==> config.mk <==
export PLATFORM = sky130hd
export DESIGN_NAME = dual_bus_req_ack_ctrl_flat
export DESIGN_NICKNAME = d
export VERILOG_FILES = /design/src/rtl/dual_bus_req_ack_ctrl_if.sv /design/src/rtl/dual_bus_req_ack_ctrl.sv /design/src/flat_wrapper.sv
export SDC_FILE = /design/constraint.sdc
export NUM_CORES = 1
export LEC_CHECK = 0
export ABC_AREA = 1
export CAP_MARGIN = 15
export CORE_UTILIZATION = 35
export DETAILED_ROUTE_END_ITERATION = 8
export GPL_TIMING_DRIVEN = 0
export PLACE_DENSITY = 0.57
export RECOVER_POWER = 25
export SKIP_CTS_REPAIR_TIMING = 1
export SYNTH_ARGS = -nofsm -noshare
export SYNTH_HDL_FRONTEND = slang
export SYNTH_SLANG_ARGS = --single-unit
==> constraint.sdc <==
create_clock -name clk -period 1.7 [get_ports clk]
set_clock_uncertainty 0.2 [all_clocks]
set_input_delay 0.255 -clock clk [delete_from_list [all_inputs] [get_ports clk]]
set_output_delay 0.255 -clock clk [all_outputs]
set_load 0.005 [all_outputs]
==> src/rtl/dual_bus_req_ack_ctrl_if.sv <==
// dual_bus_req_ack_ctrl_if: requester, selector and downstream-bus signals of the dual-channel req/ack controller
// master: drives bus_select, bus1, req1, req2, bus_done; observes ack1/2, bus_req, bus_chan, ready, timeout_err, overrun_err
// slave:  the controller side, directions mirrored
interface dual_bus_req_ack_ctrl_if;
  logic bus_select, bus1, req1, req2, bus_done;
  logic ack1, ack2, bus_req, bus_chan, ready, timeout_err, overrun_err;
  modport master (
    output bus_select, bus1, req1, req2, bus_done,
    input  ack1, ack2, bus_req, bus_chan, ready, timeout_err, overrun_err
  );
  modport slave (
    input  bus_select, bus1, req1, req2, bus_done,
    output ack1, ack2, bus_req, bus_chan, ready, timeout_err, overrun_err
  );
endinterface

==> src/rtl/dual_bus_req_ack_ctrl.sv <==
// dual_bus_req_ack_ctrl: serves one of two req/ack channels onto a downstream bus with power-on holdoff and bounded ack latency
// clk, reset (sync, active high); b: slave modport carrying selector, requests, acks, bus handshake, ready and error pulses
module dual_bus_req_ack_ctrl #(
  parameter int HOLDOFF_CYCLES = 500,
  parameter int ACK_WIN = 5
) (
  input logic clk,
  input logic reset,
  dual_bus_req_ack_ctrl_if.slave b
);
  localparam int HW = $clog2(HOLDOFF_CYCLES + 1);
  localparam int WW = $clog2(ACK_WIN + 2);
  typedef enum logic [1:0] {HOLD, IDLE, BUSY, DONE} state_t;
  state_t state, state_n;
  logic [HW-1:0] hcnt;
  logic [WW-1:0] wcnt;
  logic req1_q, req2_q, chan, tout, act, rose_act, rose_chan, accept;
  // act/chan: 0 = channel 1, 1 = channel 2
  assign act = b.bus_select != b.bus1;
  assign rose_act = act ? b.req2 & ~req2_q : b.req1 & ~req1_q;
  assign rose_chan = chan ? b.req2 & ~req2_q : b.req1 & ~req1_q;
  always_ff @(posedge clk) begin
    if (reset) begin
      state <= HOLD;
      hcnt <= '0;
      wcnt <= '0;
      req1_q <= 1'b0;
      req2_q <= 1'b0;
      chan <= 1'b0;
      tout <= 1'b0;
    end else begin
      state <= state_n;
      req1_q <= b.req1;
      req2_q <= b.req2;
      if (state == HOLD && hcnt != HW'(HOLDOFF_CYCLES)) hcnt <= hcnt + 1'b1;
      if (accept) begin
        chan <= act;
        wcnt <= '0;
      end else if (state == BUSY && wcnt != '1) wcnt <= wcnt + 1'b1;
      // the value left by the last BUSY cycle says whether DONE was reached by timeout
      if (state == BUSY) tout <= ~b.bus_done;
    end
  end
  always_comb begin
    state_n = state;
    accept = 1'b0;
    case (state)
      HOLD: state_n = hcnt == HW'(HOLDOFF_CYCLES - 1) ? IDLE : HOLD;
      BUSY: state_n = (b.bus_done || wcnt == WW'(ACK_WIN - 1)) ? DONE : BUSY;
      default: begin
        accept = rose_act;
        state_n = rose_act ? BUSY : IDLE;
      end
    endcase
    b.ready = state != HOLD;
    b.bus_req = state == BUSY;
    b.bus_chan = state == BUSY && chan;
    b.ack1 = state == DONE && !chan;
    b.ack2 = state == DONE && chan;
    b.timeout_err = state == DONE && tout;
    b.overrun_err = state == BUSY && rose_chan;
  end
endmodule

==> src/flat_wrapper.sv <==
// flat-port wrapper written by rule: the top's interface ports become plain ports
module dual_bus_req_ack_ctrl_flat 
#(
  parameter int HOLDOFF_CYCLES = 500,
  parameter int ACK_WIN = 5
)
  (clk, reset, b_bus_select, b_bus1, b_req1, b_req2, b_bus_done, b_ack1, b_ack2, b_bus_req, b_bus_chan, b_ready, b_timeout_err, b_overrun_err);
  dual_bus_req_ack_ctrl_if b_i ();
  input logic clk;
  input logic reset;
  input wire logic [$bits(b_i.bus_select)-1:0] b_bus_select;
  input wire logic [$bits(b_i.bus1)-1:0] b_bus1;
  input wire logic [$bits(b_i.req1)-1:0] b_req1;
  input wire logic [$bits(b_i.req2)-1:0] b_req2;
  input wire logic [$bits(b_i.bus_done)-1:0] b_bus_done;
  output wire logic [$bits(b_i.ack1)-1:0] b_ack1;
  output wire logic [$bits(b_i.ack2)-1:0] b_ack2;
  output wire logic [$bits(b_i.bus_req)-1:0] b_bus_req;
  output wire logic [$bits(b_i.bus_chan)-1:0] b_bus_chan;
  output wire logic [$bits(b_i.ready)-1:0] b_ready;
  output wire logic [$bits(b_i.timeout_err)-1:0] b_timeout_err;
  output wire logic [$bits(b_i.overrun_err)-1:0] b_overrun_err;
  assign b_i.bus_select = b_bus_select;
  assign b_i.bus1 = b_bus1;
  assign b_i.req1 = b_req1;
  assign b_i.req2 = b_req2;
  assign b_i.bus_done = b_bus_done;
  assign b_ack1 = b_i.ack1;
  assign b_ack2 = b_i.ack2;
  assign b_bus_req = b_i.bus_req;
  assign b_bus_chan = b_i.bus_chan;
  assign b_ready = b_i.ready;
  assign b_timeout_err = b_i.timeout_err;
  assign b_overrun_err = b_i.overrun_err;
  dual_bus_req_ack_ctrl #(.HOLDOFF_CYCLES(HOLDOFF_CYCLES), .ACK_WIN(ACK_WIN)) u_core (.clk(clk), .reset(reset), .b(b_i));
endmodule
==> results of run 1 <==
## per-layer routing
metal  global-route usage [%]  up-vias  share of wire, %
met2                     23.6       13                47
li1                         -      524                 -
met5                        0        -                 0
met1                     17.0      431                49
met4                     6.27        0              0.91
met3                     2.09        2               3.5
## per-stage QoR
stage	worst slack, ns	cell area [µm²]	TNS (ns)	instances
detailed placement	-0.321	1190	-0.365	198
floorplan	0.311	1020	0	154
finish	0.0256	1280	0	207
CTS	-0.443	1210	-2.45	201
global route	-0.0734	1280	-0.0860	207
global placement	-0.344	1190	-0.372	198
## critical path: stages, from the launching register on
cell and delay (ns):
dfxtp_4 0.38, inv_2 0.05, nor2_4 0.11, buf_4 0.13, o21ai_0 0.07, nor2_1 0.09, clkbuf_2 0.12
## sequential cells by signal, summed over array words and instances, names as in the netlist
name,count
u_core.hcnt,9
u_core.wcnt,3
u_core.state,2
u_core.chan,1
u_core.req1_q,1
u_core.req2_q,1
u_core.tout,1
## final timing paths
| check | start | end | slack, ns |
|---|---|---|---|
| max | u_core.state[1]$_SDFF_PP0_ | b_overrun_err | 0.03 |
| min | u_core.hcnt[3]$_SDFFE_PP0P_ | u_core.hcnt[3]$_SDFFE_PP0P_ | 0.29 |
| max reg2reg | u_core.hcnt[0]$_SDFFE_PP0P_ | u_core.hcnt[0]$_SDFFE_PP0P_ | 0.14 |
| min reg2reg | u_core.hcnt[3]$_SDFFE_PP0P_ | u_core.hcnt[3]$_SDFFE_PP0P_ | 0.29 |
## layout make-up
type | instances | area, µm² | share of cell area (%)
timing repair buffer | 19 | 189 | 14.8
clock buffer | 3 | 22.5 | 1.76
sequential | 18 | 368 | 28.8
buffer | 2 | 11.3 | 0.881
tap | 31 | 38.8 | 3.04
inverter | 23 | 86.3 | 6.76
multi-input combinational | 111 | 562 | 44.0
## power groups by stage
| stage | sequential (mW) | combinational, mW | clock [mW] |
|---|---|---|---|
| final | 0.434 | 0.0616 | 0.210 |
| after global routing | 0.435 | 0.0711 | 0.242 |
| after CTS | 0.437 | 0.0616 | 0.227 |
| after detailed placement | 0.447 | 0.0613 | 0 |
| after global placement | 0.446 | 0.0597 | 0 |
| after floorplan | 0.445 | 0.0379 | 0 |
## cell families after synthesis
logic type,Yosys count
simple gates,86
compound gates,16
fa+ha+maj,5
flops,18
buf+inv,25
xor+xnor,4
## synth_stat cells
cell | number | share of area, %
nand2_1 | 38 | 14
clkbuf_1 | 1 | 0.37
xor2_1 | 4 | 3.4
a21oi_1 | 10 | 4.9
nand2_2 | 2 | 1.2
ha_1 | 5 | 6.2
buf_4 | 1 | 0.74
a21oi_2 | 1 | 0.86
inv_1 | 21 | 7.7
dfxtp_1 | 18 | 35
nor2_4 | 3 | 3.3
or2_1 | 1 | 0.62
inv_2 | 2 | 0.74
nand4_1 | 4 | 2.5
o21ai_0 | 5 | 2.5
nor2_1 | 27 | 10
nand3_1 | 10 | 4.9
nor2_2 | 1 | 0.62
==> summary.md, run 1 <==
| Metric | Value |
|---|---|
| Sequential share of power | between 60 and 70% |
| Die Footprint | between 3000 and 4000 µm² |
| P per Cell Area | about 550 nW/µm² |
| Net Sw Power | around 170 µW |
| Mean post-synth cell area | about 6.6 µm² |
| Setup CP Type | reg -> out |
| Hold Vio Cnt, Final | 0 |
| GP Congestion | just over 0.8 |
| Commonest non-fill, non-tap cell in the layout | nand2_1 |
| Post-synthesis mux area share | 0% |
| Outcome | complete, no violations |
| Worst Reg-to-Reg Cells | 8 |
| # setup viols final | 0 |
| Filler instances | between 200 and 300 |
| FP Rows | 19 |
| Share of cells above drive strength 1 | 13.1% |
| Starting DRT DRC Count | 15 |
| P_int | 538 µW |
| Yosys reg bits | 18 |
| CTS clk-pin slew, worst paths | ~0.10 ns |
| Final ANT Viol Nets | 0 |
| Io pins | 14 |
| Die H | 55.9 µm |
| Crit share post-route | around 98% |
| Mapped Nets | about 170 |
| Largest family of logic cells by synthesized area | simple AND/OR/NAND/NOR gates |
| Initial core utilization | 36.9% |
| Leak pwr | 0.645 nW |
| Worst VDD drop | around 0.38 mV |
| Unrepaired setup endpoints after global routing | true |
| Gate power share | under 10% |
| Die W | 55.9 µm |
| DRC | 0 |
| GRT Overall Usage | 13.8% |
| Core area | 2760 µm² |
| Largest net degree at the start of global routing | 11 |
| First-pass DRT Iterations | 4 |
| Crit start category | flop |
| Hpwl dp | ~1500 µm |
| Syn-to-layout area delta | 25.6% |
| Fmax | about 600 MHz |
| Final core utilization | a little under half |
| Total power | a little over 700 µW |
| Crit path DAT | about 1.2 ns |
| TritonCTS buffer count | 3 |
| Via count | 970 |
| Critical Path RT | between 1 and 1.5 ns |
| Switching Fraction | a little under a quarter |
| Worst skew pair latency | between 0.2 and 0.3 ns |
| Worst rel slew slack | between 60% and 70% |
| H-tree depth reported by CTS | 1 |
| First-pass GRT wire length | between 3000 and 4000 µm |
| Post-synthesis sequential area ratio | ~35% |
| Hold/Removal Path Class | reg -> reg |
| Ys Warns | 0 |
| Fin. max-slew vios | 0 |
| Vias in the first global route | 864 |
| Wire per inst | ~10 µm |
| Post-Synth Adder-Cell Area | under 10% |
| # port buffers | 13 |
| Initial antenna violation count | 0 |
| Clk sinks | 18 |
| Netlist Area Pre-Place | 1020 µm² |
| DR vias/cell | ~4.7 |
| Count of cell types in the netlist | 18 |
| Crit. End Element | output port |
| Simple-Gate Fraction of Synth Area | 37.1% |
| Hold Slack | 0.292 ns |
| Max Cap Viol | 0 |
| CTS root buf | clkbuf_4 |
| Ant diodes | 0 |
| Post-synthesis compound-gate area fraction | between 8 and 9% |
| CP Max Fanout | 3 |
| Power share of the clock group | slightly below 30% |
| Post-synthesis instance total | between 150 and 200 |
| Minimum clock period | 1.67 ns |
| Most frequent cells in the layout | 38 x nand2_1, 26 x nor2_1, 21 x inv_1 |
| Clock Path Buffers | 2 |
| TritonCTS clock tree | yes |
| Total routed wirelength | around 2100 µm |
| Worst slew pin tran | just over 0.5 ns |
| WHS Path Cells | 2 |
| Grt ovf | 0 |
| Final net count | between 150 and 200 |
| Synth Area in XOR/XNOR | 3.44% |
No activity file was read; power rests on OpenSTA's default activity.
==> inputs of run 2 (changes only) <==
--- a/config.mk
+++ b/config.mk
@@ -12,6 +12,7 @@
 export GPL_TIMING_DRIVEN = 0
 export PLACE_DENSITY = 0.57
 export RECOVER_POWER = 25
+export SETUP_SLACK_MARGIN = 0.1
 export SKIP_CTS_REPAIR_TIMING = 1
 export SYNTH_ARGS = -nofsm -noshare
 export SYNTH_HDL_FRONTEND = slang
==> summary.md, run 2 (synthesized netlist as in run 1, its figures left out) <==
| Metric | Value |
|---|---|
| FP Rows | 19 |
| Io pins | 14 |
| Worst rel slew slack | between 60% and 70% |
| Die H | 55.9 µm |
| Final ANT Viol Nets | 0 |
| Unrepaired setup endpoints after global routing | true |
| Leak pwr | 0.643 nW |
| Initial antenna violation count | 0 |
| Via count | a little under 1k |
| # port buffers | 13 |
| Total power | 707 µW |
| Met2 wire len | approximately 1000 µm |
| Die Footprint | roughly 3100 µm² |
| Crit start category | flop |
| CP Max Fanout | 3 |
| Setup TNS | 0 ns |
| Outcome | complete, no violations |
| Vias in the first global route | roughly 860 |
| Share of cells above drive strength 1 | roughly 16% |
| Syn-to-layout area delta | 28.0% |
| Crit share post-route | slightly below 100% |
| Starting DRT DRC Count | 10 |
| Hold/Removal Path Class | reg -> reg |
| DR vias/cell | 4.68 |
| Initial core utilization | 36.9% |
| DRC | 0 |
| Wire per inst | 10.2 µm |
| DR top layer | met4 |
| P per Cell Area | about 540 nW/µm² |
| Hpwl dp | approximately 1500 µm |
| Worst skew pair latency | approximately 0.29 ns |
| Max Cap Viol | 0 |
| Fmax | between 600 and 700 MHz |
| Crit path DAT | around 1.2 ns |
| Crit. End Element | output port |
| Routed length on met3 | 72 µm |
| Grt ovf | 0 |
| TritonCTS buffer count | 3 |
| Most frequent cells in the layout | 38 x nand2_1, 25 x nor2_1, 19 x inv_1 |
| Total routed wirelength | roughly 2100 µm |
| First-pass GRT wire length | 3380 µm |
| H-tree depth reported by CTS | 1 |
| GRT Overall Usage | 13.8% |
| DP Cell Count | 198 |
| Top flop regs | u_core.hcnt (9), u_core.wcnt (3), u_core.state (2) |
| First-pass DRT Iterations | 4 |
| Worst slew pin tran | roughly 0.5 ns |
| Clock Path Buffers | 2 |
| Filler instances | approximately 290 |
| CTS clk-pin slew, worst paths | about 0.10 ns |
| Commonest non-fill, non-tap cell in the layout | nand2_1 |
| DRT met1 WL | a little over 1000 µm |
| Critical Path RT | between 1 and 1.5 ns |
| Clk sinks | 18 |
| TritonCTS clock tree | yes |
| Ant diodes | 0 |
| Final net count | 190 |
| # setup viols final | 0 |
| Die W | roughly 56 µm |
| Final std cells w/o fill | 207 |
| Minimum clock period | between 1.5 and 2 ns |
| Worst VDD drop | 0.384 mV |
| GP Congestion | around 0.81 |
| CTS root buf | clkbuf_4 |
| Core area | 2760 µm² |
| Max reg flops | 9 |
| Fin. max-slew vios | 0 |
| Hold Vio Cnt, Final | 0 |
| Setup CP Type | reg -> out |
| Largest net degree at the start of global routing | 11 |
| Reg with most FFs | u_core.hcnt |
## run 2: changes by cell type in the layout (fill, tap and decap cells not counted), sizes merged
cell | before | now
buf | 7 | 8
dlymetal6s2s | 6 | 5
## run 2: worst paths after layout
| check | start | end | slack (ns) | cells after the start |
|---|---|---|---|---|
| max | u_core.state[1]$_SDFF_PP0_ | b_overrun_err | 0.03 | 6 |
| min | u_core.hcnt[3]$_SDFFE_PP0P_ | u_core.hcnt[3]$_SDFFE_PP0P_ | 0.29 | 2 |
| max reg2reg | u_core.hcnt[1]$_SDFFE_PP0P_ | u_core.hcnt[6]$_SDFFE_PP0P_ | 0.20 | 8 |
| min reg2reg | u_core.hcnt[3]$_SDFFE_PP0P_ | u_core.hcnt[3]$_SDFFE_PP0P_ | 0.29 | 2 |
## run 2: layer usage
| layer | GRT usage, % | vias to the layer above |
|---|---|---|
| li1 | - | 525 |
| met1 | 17.0 | 428 |
| met2 | 23.6 | 13 |
| met3 | 2.09 | 2 |
| met4 | 6.27 | 0 |
| met5 | 0 | - |
## run 2: layout make-up
type | instances | area (µm²) | share of cell area [%]
Multi-Input combinational cell | 111 | 589 | 45.2
Clock buffer | 3 | 22.5 | 1.73
Tap cell | 31 | 38.8 | 2.98
Sequential cell | 18 | 369 | 28.3
Inverter | 23 | 86.3 | 6.63
Buffer | 2 | 11.3 | 0.865
Timing Repair Buffer | 19 | 185 | 14.2
## run 2: through the flow
stage / utilization (%) / setup WS, ns / cell area (µm²) / hold slack, ns
global route: 47.2 / -0.0674 / 1300 / 0.323
CTS: 43.8 / -0.443 / 1210 / 0.277
detailed placement: 43.0 / -0.321 / 1190 / 0.281
global placement: 43.0 / -0.344 / 1190 / 0.271
finish: 47.2 / 0.0341 / 1300 / 0.291
floorplan: - / 0.311 / 1020 / 0.144
## run 2: where the power goes
group / internal [mW] / total, mW / leakage (nW) / switching [mW]
clock network: 0.0823 / 0.210 / 0.0138 / 0.128
logic: 0.0295 / 0.0627 / 0.482 / 0.0333
registers: 0.428 / 0.435 / 0.148 / 0.00701
## run 2: critical path, cell delays in order (launching register included)
cell      delay [ns]
dfxtp_4         0.38
inv_2           0.05
nor2_4          0.11
buf_6           0.11
o21ai_0         0.07
nor2_1          0.09
clkbuf_2        0.12
